--- src/rtl/screen_mem_arbiter.sv ---
// screen_mem_arbiter
//   Shares a single-port synchronous RAM between the vga_render screen reader
//   and the 6502 core. Render always wins the port; the CPU is paused through
//   RDY while render holds it, and its read data is held stable across the
//   pause. CPU addresses above the RAM window read as OOB_DATA and writes
//   there are dropped.
//
// Optional feature macro: RANDOM_REG_EN
//   When defined, an 8-bit Fibonacci LFSR (taps 8,6,5,4, seed 8'h01) runs
//   every clock and CPU reads of RAND_ADDR return its value instead of RAM.
//   CPU writes to RAND_ADDR still reach RAM.
//
// Ports
//   clk               system clock
//   reset             asynchronous active-high reset
//   screen_read_en    render request, granted in the same cycle
//   screen_read_addr  render read address
//   screen_read_data  render read data (RAM pass-through)
//   screen_read_valid render data valid, one cycle after the request
//   cpu_addr/cpu_we/cpu_dout  CPU bus from the core
//   cpu_din           CPU read data (held across stalls)
//   cpu_rdy           CPU RDY, 0 pauses the core
//   ram_addr/ram_we/ram_wdata/ram_rdata  RAM port (1-cycle read latency)
//   stall_cnt         saturating count of CPU stall cycles

module screen_mem_arbiter #(
   parameter int unsigned ADDR_WIDTH = 11,
   parameter logic [7:0]  OOB_DATA   = 8'hFF,
   parameter logic [15:0] RAND_ADDR  = 16'h00FE
) (
   input  logic                  clk,
   input  logic                  reset,
   input  logic                  screen_read_en,
   input  logic [ADDR_WIDTH-1:0] screen_read_addr,
   output logic [7:0]            screen_read_data,
   output logic                  screen_read_valid,
   input  logic [15:0]           cpu_addr,
   input  logic                  cpu_we,
   input  logic [7:0]            cpu_dout,
   output logic [7:0]            cpu_din,
   output logic                  cpu_rdy,
   output logic [ADDR_WIDTH-1:0] ram_addr,
   output logic                  ram_we,
   output logic [7:0]            ram_wdata,
   input  logic [7:0]            ram_rdata,
   output logic [15:0]           stall_cnt
);

   logic        render_gnt;
   logic        cpu_gnt;
   logic        in_ram;

   logic        r_render_q, r_render_d;
   logic        r_cpurd_q,  r_cpurd_d;
   logic        r_oob_q,    r_oob_d;
   logic [7:0]  hold_q,     hold_d;
   logic [15:0] stall_q,    stall_d;
   logic [7:0]  rd_sel;

`ifdef RANDOM_REG_EN
   logic        r_rand_q,   r_rand_d;
   logic [7:0]  lfsr_q,     lfsr_d;
   logic [7:0]  rand_q,     rand_d;
`else
   logic        unused_rand_addr;
   assign unused_rand_addr = ^RAND_ADDR;
`endif

   // Grant: render owns the port whenever it asks; reset also blocks the CPU
   // so no RAM write can slip out while reset is asserted.
   assign render_gnt = screen_read_en;
   assign cpu_gnt    = ~screen_read_en & ~reset;
   assign in_ram     = (cpu_addr >> ADDR_WIDTH) == 16'd0;

   assign cpu_rdy           = cpu_gnt;
   assign ram_addr          = render_gnt ? screen_read_addr : cpu_addr[ADDR_WIDTH-1:0];
   assign ram_we            = cpu_gnt & cpu_we & in_ram;
   assign ram_wdata         = cpu_dout;
   assign screen_read_data  = ram_rdata;
   assign screen_read_valid = r_render_q;
   assign stall_cnt         = stall_q;

   always_comb begin
      r_render_d = render_gnt;
      r_cpurd_d  = cpu_gnt & ~cpu_we;
      r_oob_d    = ~in_ram;

      // Read data source for the phase following a CPU read grant
      rd_sel = r_oob_q ? OOB_DATA : ram_rdata;
`ifdef RANDOM_REG_EN
      r_rand_d = (cpu_addr == RAND_ADDR);
      lfsr_d   = {lfsr_q[6:0], lfsr_q[7] ^ lfsr_q[5] ^ lfsr_q[4] ^ lfsr_q[3]};
      // Snapshot of the LFSR as seen during the grant cycle
      rand_d   = lfsr_q;
      if (r_rand_q) begin
         rd_sel = rand_q;
      end
`endif

      // Outside a CPU read phase the last read value is replayed, which keeps
      // DI stable while the core sits at RDY=0.
      cpu_din = r_cpurd_q ? rd_sel : hold_q;
      hold_d  = cpu_din;

      stall_d = stall_q;
      if (screen_read_en && (stall_q != 16'hFFFF)) begin
         stall_d = stall_q + 16'd1;
      end
   end

   always_ff @(posedge clk or posedge reset) begin
      if (reset) begin
         r_render_q <= 1'b0;
         r_cpurd_q  <= 1'b0;
         r_oob_q    <= 1'b0;
         hold_q     <= 8'h00;
         stall_q    <= 16'h0000;
`ifdef RANDOM_REG_EN
         r_rand_q   <= 1'b0;
         lfsr_q     <= 8'h01;
         rand_q     <= 8'h00;
`endif
      end else begin
         r_render_q <= r_render_d;
         r_cpurd_q  <= r_cpurd_d;
         r_oob_q    <= r_oob_d;
         hold_q     <= hold_d;
         stall_q    <= stall_d;
`ifdef RANDOM_REG_EN
         r_rand_q   <= r_rand_d;
         lfsr_q     <= lfsr_d;
         rand_q     <= rand_d;
`endif
      end
   end

endmodule

--- config.mk ---
export PLATFORM = sky130hd
export DESIGN_NAME = screen_mem_arbiter
export DESIGN_NICKNAME = d
export VERILOG_FILES = /design/src/rtl/screen_mem_arbiter.sv
export SDC_FILE = /design/constraint.sdc
export NUM_CORES = 1
export LEC_CHECK = 0
export CAP_MARGIN = 5
export CORE_MARGIN = 5
export CORE_UTILIZATION = 30
export CTS_CLUSTER_SIZE = 12
export DETAILED_ROUTE_END_ITERATION = 8
export DONT_BUFFER_PORTS = 1
export HOLD_SLACK_MARGIN = 0.06
export PLACE_DENSITY = 0.41
export RECOVER_POWER = 25
export SYNTH_ARGS = -nofsm -noshare
export SYNTH_HDL_FRONTEND = slang
export SYNTH_SLANG_ARGS = --single-unit
export TNS_END_PERCENT = 10
--- constraint.sdc ---
create_clock -name clk -period 4.85 [get_ports clk]
set_input_delay 0.97 -clock clk [delete_from_list [all_inputs] [get_ports clk]]
set_output_delay 0.97 -clock clk [all_outputs]
set_load 0.02 [all_outputs]
==> results of run 1 <==
[per-layer routing]
layer  vias up  track usage  routed length, um
met4         0       0.0507                 94
met5         -            0                  0
met2        58        0.169               1490
met1       432        0.121               1250
met3        14       0.0429                339
li1        424            -                  -
[synth_stat cells, drive strengths merged (4+ instances only)]
cell type and instances:
buf 18, dfrtp 27, mux2 12, nand2 8, nand4 6, nor2 14
nor3 6, o22a 7, xnor2 4, xor2 8
[cells by family (layout without fill, tap and decap cells)]
| logic type | count (synthesis) | in the layout | synth area share |
|---|---|---|---|
| multiplexers | 12 | 12 | 0.0925 |
| buffers and inverters | 21 | 6 | 0.0960 |
| flip-flops | 27 | 27 | 0.463 |
| adder cells (fa/ha/maj) | 1 | 1 | 0.00857 |
| XOR/XNOR | 12 | 12 | 0.0720 |
| AND/OR/NAND/NOR | 48 | 48 | 0.192 |
| AO/OA/AOI/OAI | 12 | 12 | 0.0763 |
[power by group]
part	switching, mW	internal, mW	leakage, nW
Sequential	0.0875	0.253	0.310
Clock	0.0737	0.0583	0.0217
Combinational	0.0568	0.0446	0.269
Total	0.218	0.356	0.600
[layout by cell type, fill, tap and decap left out]
| master | instances |
|---|---|
| or3_1 | 1 |
| nand2_2 | 1 |
| xnor2_1 | 4 |
| nor4_2 | 1 |
| ha_1 | 1 |
| or4_4 | 1 |
| clkinvlp_4 | 1 |
| o211ai_1 | 1 |
| clkbuf_8 | 3 |
| nand4_2 | 3 |
| and4_1 | 2 |
| and4_2 | 1 |
| nor2_1 | 14 |
| nand4_1 | 3 |
| a21oi_1 | 3 |
| o22a_1 | 7 |
| nand2_1 | 7 |
| xor2_1 | 8 |
| nand2b_1 | 1 |
| nand3_1 | 3 |
| nor3_1 | 5 |
| nor3_2 | 1 |
| inv_1 | 2 |
| mux2_2 | 6 |
| mux2_1 | 6 |
| nor4_1 | 1 |
| and3_1 | 3 |
| o41ai_4 | 1 |
| dfrtp_1 | 27 |
[through the flow]
stage | setup slack, ns | power (mW) | cells | util
finish | 2.15 | 0.574 | 185 | 0.309
global route | 2.12 | 0.614 | 185 | 0.309
CTS | 2.14 | 0.586 | 185 | 0.309
detailed placement | 2.14 | 0.451 | 181 | 0.299
global placement | 2.14 | 0.448 | 181 | 0.299
floorplan | 1.78 | 0.441 | 133 | -
[how the worst max path moves through the flow]
stage,from,end,depth (start not counted)
2_1_floorplan,screen_read_en,ram_we,5
3_3_place_gp,screen_read_en,ram_we,3
3_5_place_dp,screen_read_en,ram_we,3
4_1_cts,screen_read_en,ram_we,3
5_1_grt,screen_read_en,ram_we,3
6_report,screen_read_en,ram_we,3
[cell type report]
type | count | area (um2) | area share
Multi-Input combinational cell | 85 | 644 | 0.441
Inverter | 2 | 7.51 | 0.00514
Sequential cell | 27 | 676 | 0.463
Tap cell | 67 | 83.8 | 0.0574
Clock buffer | 3 | 41.3 | 0.0283
Clock inverter | 1 | 7.51 | 0.00514
[sequential cells by signal (all words and copies together), names as in the netlist]
signal	count
stall_cnt	16
r_oob_q	1
hold_q	8
screen_read_valid	1
r_cpurd_q	1
[worst max-delay path: cells and delay by family]
family           cells  cell delay (ns)
and+or+nand+nor      3             0.76
==> results.ini, run 1 <==
[status]
outcome = completed

[sta]
setup_viol = 0
hold_ws_ns = 0.648
fin_worst_skew_ns = 0.00345
period_share = 0.556
tightest_slew_ns = 1.06
hold_violations = 0
rsz0062_at_grt = false
fin_crit_ns = 2.70
slew-limit-headroom = 0.290
finalMaxSlewViolations = 0
fmax_mhz = 371
fin_tns_setup_ns = 0

[floorplan]
pin_count = 101
initial_core_util = 0.309
die_x_um = 79.8
die_h_um = 79.8
die_area_mm2 = 0.00636
core_mm2 = 0.00472
num_rows = 25

[drt]
ant_nets = 0
vias = 928
drt_wl_total_mm = 3.17
detail_route.wl_per_cell_um = 17.1
via_per_inst = 5.02
drtIter0Drc = 21
drc = 0
first_pass_iters = 4

[clock_tree]
post_cts_buffers = 0
clock_latency_ns = 0.27
clkSinkCount = 27
clk_pin_slew_ns = 0.09
cts_max_path_buffers = 2
htree_levels = 1
cts_root_buffer = clkbuf_8
cts_buffers = 3
ctsHoldBuffers = 0
cts_resized = 0
cts_tree = yes

[logic_synthesis]
netlist_area_mm2 = 0.00146
synth-main-ff-cell = dfrtp_1
yosysTopAreaCellShare = 0.463
syn_nets = 181
synth-seq-cells = 27
syn_inst = 133
synth_warnings = 0
ys_async_sr_fraction = 1.00
synth-edff-count = 0
yosysTopAreaCell = dfrtp_1
yosysSeqAreaShare = 0.463
yosysUniqueCellTypes = 31
ys_top_cells_by_area = dfrtp_1, buf_4, xor2_1
syn_area_per_cell_um2 = 11.0

[run]
maxCapViolCount = 0

[setup_path]
regToRegStartpoint = stall_cnt[0]$_DFFE_PP0P_
crit_slowest_cell = nor2_1
worstPathRequired_ns = 3.88
cp_max_fo = 22
crit_arrival_ns = 1.73
r2r-end = stall_cnt[1]$_DFFE_PP0P_
worstSetupPathType = in -> out
end_kind = primary output
r2r_slack_ns = 2.83
cp_common_cell = nor2_1
cp_cell_sequence = nor2_1 > nand2_1 > nor2_1
slowest_delay_ns = 0.34
rr_worst_depth = 5
cp-start-kind = input pin

[layout]
fillers = 482
fin_nets = 167
fin_area_mm2 = 0.00146
diodes = 0
final_layout_size_suffix_gt1_frac = 0.161
area_growth_pct = 0

[placement]
dp_hpwl_mm = 2.51
routabilityCongestion = 0.738
placed_area_mm2 = 0.00141
portBuffers = 0

[grt]
antenna_found_initial = 0
grt_max_degree = 28
grt_pass1_wl_mm = 5.20
grt_pass1_vias = 987
grt_overflow = 0
grt.total_usage = 0.105

[hold_path]
hold_start = stall_cnt[15]$_DFFE_PP0P_
hold_end = stall_cnt[15]$_DFFE_PP0P_
hold_depth = 1
hold_path_class = reg -> reg

[power]
ir_drop_v = 0.000130
power.density_mw_per_mm2 = 393
p_leak_nw = 0.600

(Power assumes the default switching activity.)
==> run 2, diff against run 1 <==
Settings changed: PLACE_DENSITY 0.41 to 0.42.
Clock period 4.85 ns to 2.3 ns, I/O delays scaled along.
==> results.ini, run 2 (synthesis gave the netlist of run 1 again) <==
[layout]
regArea_um2 = 676  ; unchanged
fin_nets = 175  ; +4.8%
fillers = 496  ; +2.9%
largest_reg_flops = 16  ; unchanged
final_common_cell = dfrtp_1
utilization = 0.320  ; +0.0111
diodes = 0  ; unchanged
layout_common_cells = dfrtp_1, nor2_1, xor2_1
multi_input_area_um2 = 644  ; unchanged
final_layout_size_suffix_gt1_frac = 0.198  ; +0.0374
area_growth_pct = 3.60

[setup_path]
cp-start-kind = register
worstPathRequired_ns = 2.47  ; -1.41 ns
r2r_slack_ns = 0.30  ; -2.53 ns
regToRegStartpoint = stall_cnt[0]$_DFFE_PP0P_
crit_arrival_ns = 2.17  ; +0.44 ns
end_kind = register
crit_end = stall_cnt[1]$_DFFE_PP0P_
critPathLaunch = stall_cnt[0]$_DFFE_PP0P_
r2r-end = stall_cnt[1]$_DFFE_PP0P_
cp_max_fo = 5  ; -77%
worstSetupPathType = reg -> reg
rr_worst_depth = 5  ; unchanged

[sta]
hold_violations = 0  ; unchanged
period_share = 0.870
timing.final.ws_setup_ns = 0.298  ; -1.85 ns
fin_tns_setup_ns = 0  ; unchanged
fin_crit_ns = 2.00
rsz0062_at_grt = false
fmax_mhz = 500
tightest_slew_ns = 1.49  ; +0.428 ns
finalMaxSlewViolations = 0  ; unchanged
fin_worst_skew_ns = 0.00916  ; +0.00570 ns
slew-limit-headroom = 0.00569  ; -0.285
setup_viol = 0  ; unchanged

[floorplan]
die_area_mm2 = 0.00636  ; unchanged
num_rows = 25  ; unchanged
die_x_um = 79.8  ; unchanged
pin_count = 101  ; unchanged
core_mm2 = 0.00472  ; unchanged
initial_core_util = 0.309  ; unchanged
die_h_um = 79.8  ; unchanged

[drt]
drc = 0  ; unchanged
vias = 969  ; +4.4%
drtIter0Drc = 71  ; +240%
ant_nets = 0  ; unchanged
drt_wl_total_mm = 3.36  ; +5.9%
via_per_inst = 5.02  ; about the same
detail_route.wl_per_cell_um = 17.4  ; +1.5%
first_pass_iters = 4  ; unchanged

[placement]
portBuffers = 0  ; unchanged
dp_hpwl_mm = 2.67  ; +6.4%
routabilityCongestion = 0.732  ; -0.83%
pre_cts_slack_ns = 0.303  ; -1.84 ns

[clock_tree]
cts_resized = 0  ; unchanged
clock_latency_ns = 0.27  ; about the same
cts_max_path_buffers = 2  ; unchanged
ctsHoldBuffers = 0  ; unchanged
cts_tree = yes
htree_levels = 1  ; unchanged
clkSinkCount = 27  ; unchanged
cts_buffers = 3  ; unchanged
cts_root_buffer = clkbuf_8
clk_pin_slew_ns = 0.10  ; about the same
post_cts_buffers = 0  ; unchanged

[hold_path]
hold_path_class = in -> reg

[power]
power.density_mw_per_mm2 = 826  ; +110%
p_leak_nw = 0.639  ; +6.5%
ir_drop_v = 0.000412  ; +220%

[grt]
grt_pass1_wl_mm = 5.55  ; +6.8%
grt.total_usage = 0.111  ; +0.00566
grt_pass1_vias = 1049  ; +6.3%
grt_max_degree = 28  ; unchanged
antenna_found_initial = 0  ; unchanged
grt_overflow = 0  ; unchanged

[run]
maxCapViolCount = 0  ; unchanged

[status]
outcome = completed

-- run 2: cell types whose count changed in the layout (fill, tap and decap cells not counted) --
cell	change
clkbuf_1	+2
clkinvlp_4	-1
buf_4	+7
-- run 2: how the worst min path moves through the flow --
stage,startpoint,endpoint,cells past startpoint
floorplan,screen_read_en,screen_read_valid$_DFF_PP0_,0
global placement,reset,r_cpurd_q$_DFF_PP0_,2
detailed placement,reset,r_cpurd_q$_DFF_PP0_,2
CTS,reset,stall_cnt[0]$_DFFE_PP0P_,2
global route,screen_read_en,screen_read_valid$_DFF_PP0_,0
finish,screen_read_en,screen_read_valid$_DFF_PP0_,0
-- run 2: stage by stage --
step | hold slack [ns] | area (um2) | power (mW) | std cells
3_5_place_dp | 0.445 | 1470 | 0.991 | 189
4_1_cts | 0.139 | 1520 | 1.27 | 193
3_3_place_gp | 0.439 | 1470 | 0.975 | 189
2_1_floorplan | 0.491 | 1460 | 0.929 | 133
5_1_grt | 0.190 | 1510 | 1.33 | 193
6_report | 0.216 | 1510 | 1.25 | 193
-- run 2: layer usage --
metal,vias up,GRT usage,part of all wire
met4,0,0.0439,0.014
li1,440,-,-
met1,469,0.131,0.40
met3,6,0.0384,0.11
met5,-,0,0
met2,54,0.184,0.48
-- run 2: layout make-up --
type	instances	area share
Timing Repair Buffer	8	0.0372
Inverter	2	0.00496
Multi-Input combinational cell	85	0.426
Clock buffer	4	0.0298
Tap cell	67	0.0554
Sequential cell	27	0.447
-- run 2: report_power, final --
part | internal (mW) | total [mW] | leakage (nW) | switching, mW
registers | 0.535 | 0.660 | 0.310 | 0.125
clock network | 0.124 | 0.276 | 0.0228 | 0.151
logic | 0.122 | 0.313 | 0.307 | 0.192
total | 0.781 | 1.25 | 0.639 | 0.468
-- run 2: worst max-delay path, cell delays in order, from the launching register on --
cell	delay, ns
dfrtp_1	0.54
ha_1	0.28
nand3_1	0.16
or4_4	0.48
nand2_2	0.11
mux2_1	0.32
==> run 3, diff against run 2 <==
Settings changed: PLACE_DENSITY 0.42 to 0.41, SKIP_CTS_REPAIR_TIMING set to 1.
Clock period 2.3 ns to 2.45 ns, I/O delays scaled along.
==> results.ini, run 3 (synthesis gave the netlist of run 1 again) <==
[status]
outcome = completed

[hold_path]
hold_path_class = in -> reg

[grt]
grt_overflow = 0  ; unchanged
grt_pass1_wl_mm = 5.24  ; -5.7%
grt_max_degree = 28  ; unchanged
grt_pass1_vias = 977  ; -6.9%
grt.total_usage = 0.107  ; -0.00416
antenna_found_initial = 0  ; unchanged

[drt]
vias = 928  ; -4.2%
drt_wl_total_mm = 3.18  ; -5.1%
drtIter0Drc = 36  ; -49%
via_per_inst = 4.94  ; -1.7%
drc = 0  ; unchanged
first_pass_iters = 2  ; -2
ant_nets = 0  ; unchanged
detail_route.wl_per_cell_um = 16.9  ; -2.6%

[layout]
final_layout_size_suffix_gt1_frac = 0.165  ; -0.0331
fillers = 484  ; -2.4%
fin_nets = 170  ; -2.9%
regArea_um2 = 676  ; unchanged
layout_common_cells = dfrtp_1, nor2_1, xor2_1, nand2_1, o22a_1
layout.cells.non_filler = 188  ; -2.6%
final_common_cell = dfrtp_1
multi_input_area_um2 = 644  ; unchanged
diodes = 0  ; unchanged
area_growth_pct = 1.03
largest_reg_flops = 16  ; unchanged

[placement]
dpl.cell_count = 184  ; -2.6%
routabilityCongestion = 0.718  ; -2.0%
portBuffers = 0  ; unchanged
dp_hpwl_mm = 2.56  ; -4.1%

[sta]
fmax_mhz = 499  ; about the same
rsz0062_at_grt = false
slew-limit-headroom = 0.0251  ; +0.0195
hold_ws_ns = 0.248  ; +0.0320 ns
setup_viol = 0  ; unchanged
fin_tns_setup_ns = 0  ; unchanged
fin_crit_ns = 2.00  ; +0.00131 ns
hold_violations = 0  ; unchanged
fin_worst_skew_ns = 0.0152  ; +0.00600 ns
tightest_slew_ns = 1.46  ; -0.0292 ns
period_share = 0.818  ; -0.0528
finalMaxSlewViolations = 0  ; unchanged

[clock_tree]
cts_max_path_buffers = 2  ; unchanged
cts_tree = yes
clkSinkCount = 27  ; unchanged
cts_buffers = 3  ; unchanged
clk_pin_slew_ns = 0.10  ; about the same
clock_latency_ns = 0.28  ; about the same
htree_levels = 1  ; unchanged
cts_root_buffer = clkbuf_8

[power]
power.density_mw_per_mm2 = 785  ; -5.0%
ir_drop_v = 0.000400  ; -3.0%
p_total_mw = 1.16  ; -7.3%
p_leak_nw = 0.612  ; -4.2%

[setup_path]
cp_cell_sequence = ha_1 > nand3_1 > or4_4 > nand2_2 > mux2_1
crit_arrival_ns = 2.18  ; about the same
worstPathRequired_ns = 2.62  ; +0.15 ns
cp_max_fo = 5  ; unchanged
slowest_delay_ns = 0.54  ; about the same
worstSetupPathType = reg -> reg
cp-start-kind = register
crit_slowest_cell = dfrtp_1
end_kind = register

[floorplan]
die_h_um = 79.8  ; unchanged
die_area_mm2 = 0.00636  ; unchanged
initial_core_util = 0.309  ; unchanged
pin_count = 101  ; unchanged
core_mm2 = 0.00472  ; unchanged
die_x_um = 79.8  ; unchanged
num_rows = 25  ; unchanged

[run]
maxCapViolCount = 0  ; unchanged

-- run 3: cell types whose count changed in the layout (fill, tap and decap cells not counted) --
cell and change:
buf_4 -5
-- run 3: worst max-delay path: cells and delay by family, from the launching register on --
kind / cells / cell delay [ns]
AND/OR/NAND/NOR: 3 / 0.76
multiplexers: 1 / 0.31
adder cells (fa/ha/maj): 1 / 0.28
flip-flops: 1 / 0.54
-- run 3: final timing paths --
path	start	slack, ns	end	cells after the start
max	stall_cnt[0]$_DFFE_PP0P_	0.45	stall_cnt[1]$_DFFE_PP0P_	5
min in group asynchronous	reset	0.59	stall_cnt[7]$_DFFE_PP0P_	2
max reg2reg	stall_cnt[0]$_DFFE_PP0P_	0.45	stall_cnt[1]$_DFFE_PP0P_	5
min	screen_read_en	0.25	screen_read_valid$_DFF_PP0_	0
max in group asynchronous	reset	1.00	stall_cnt[8]$_DFFE_PP0P_	2
min reg2reg	hold_q[6]$_DFF_PP0_	0.65	hold_q[6]$_DFF_PP0_	2
-- run 3: report_power, final --
part | total [mW] | switching [mW] | internal (mW)
logic | 0.274 | 0.165 | 0.109
clock network | 0.258 | 0.141 | 0.117
registers | 0.626 | 0.124 | 0.502
-- run 3: per-layer routing --
metal / GRT usage / vias to the layer above / part of all wire
met2: 0.163 / 58 / 0.46
met4: 0.0557 / 0 / 0.029
met5: 0 / - / 0
met3: 0.0395 / 12 / 0.11
met1: 0.130 / 428 / 0.40
li1: - / 430 / -
-- run 3: per-stage QoR --
step	util	worst slack [ns]	instance area [um2]
after floorplan	-	0.338	1460
after global placement	0.304	0.517	1430
after detailed placement	0.304	0.449	1430
after CTS	0.313	0.436	1480
after global routing	0.312	0.331	1480
final	0.312	0.447	1480
-- run 3: area by class of cell --
type,instances,area share
multi-input combinational,85,0.437
inverter,2,0.00509
sequential,27,0.458
tap,67,0.0568
timing repair buffer,3,0.0127
clock buffer,4,0.0305
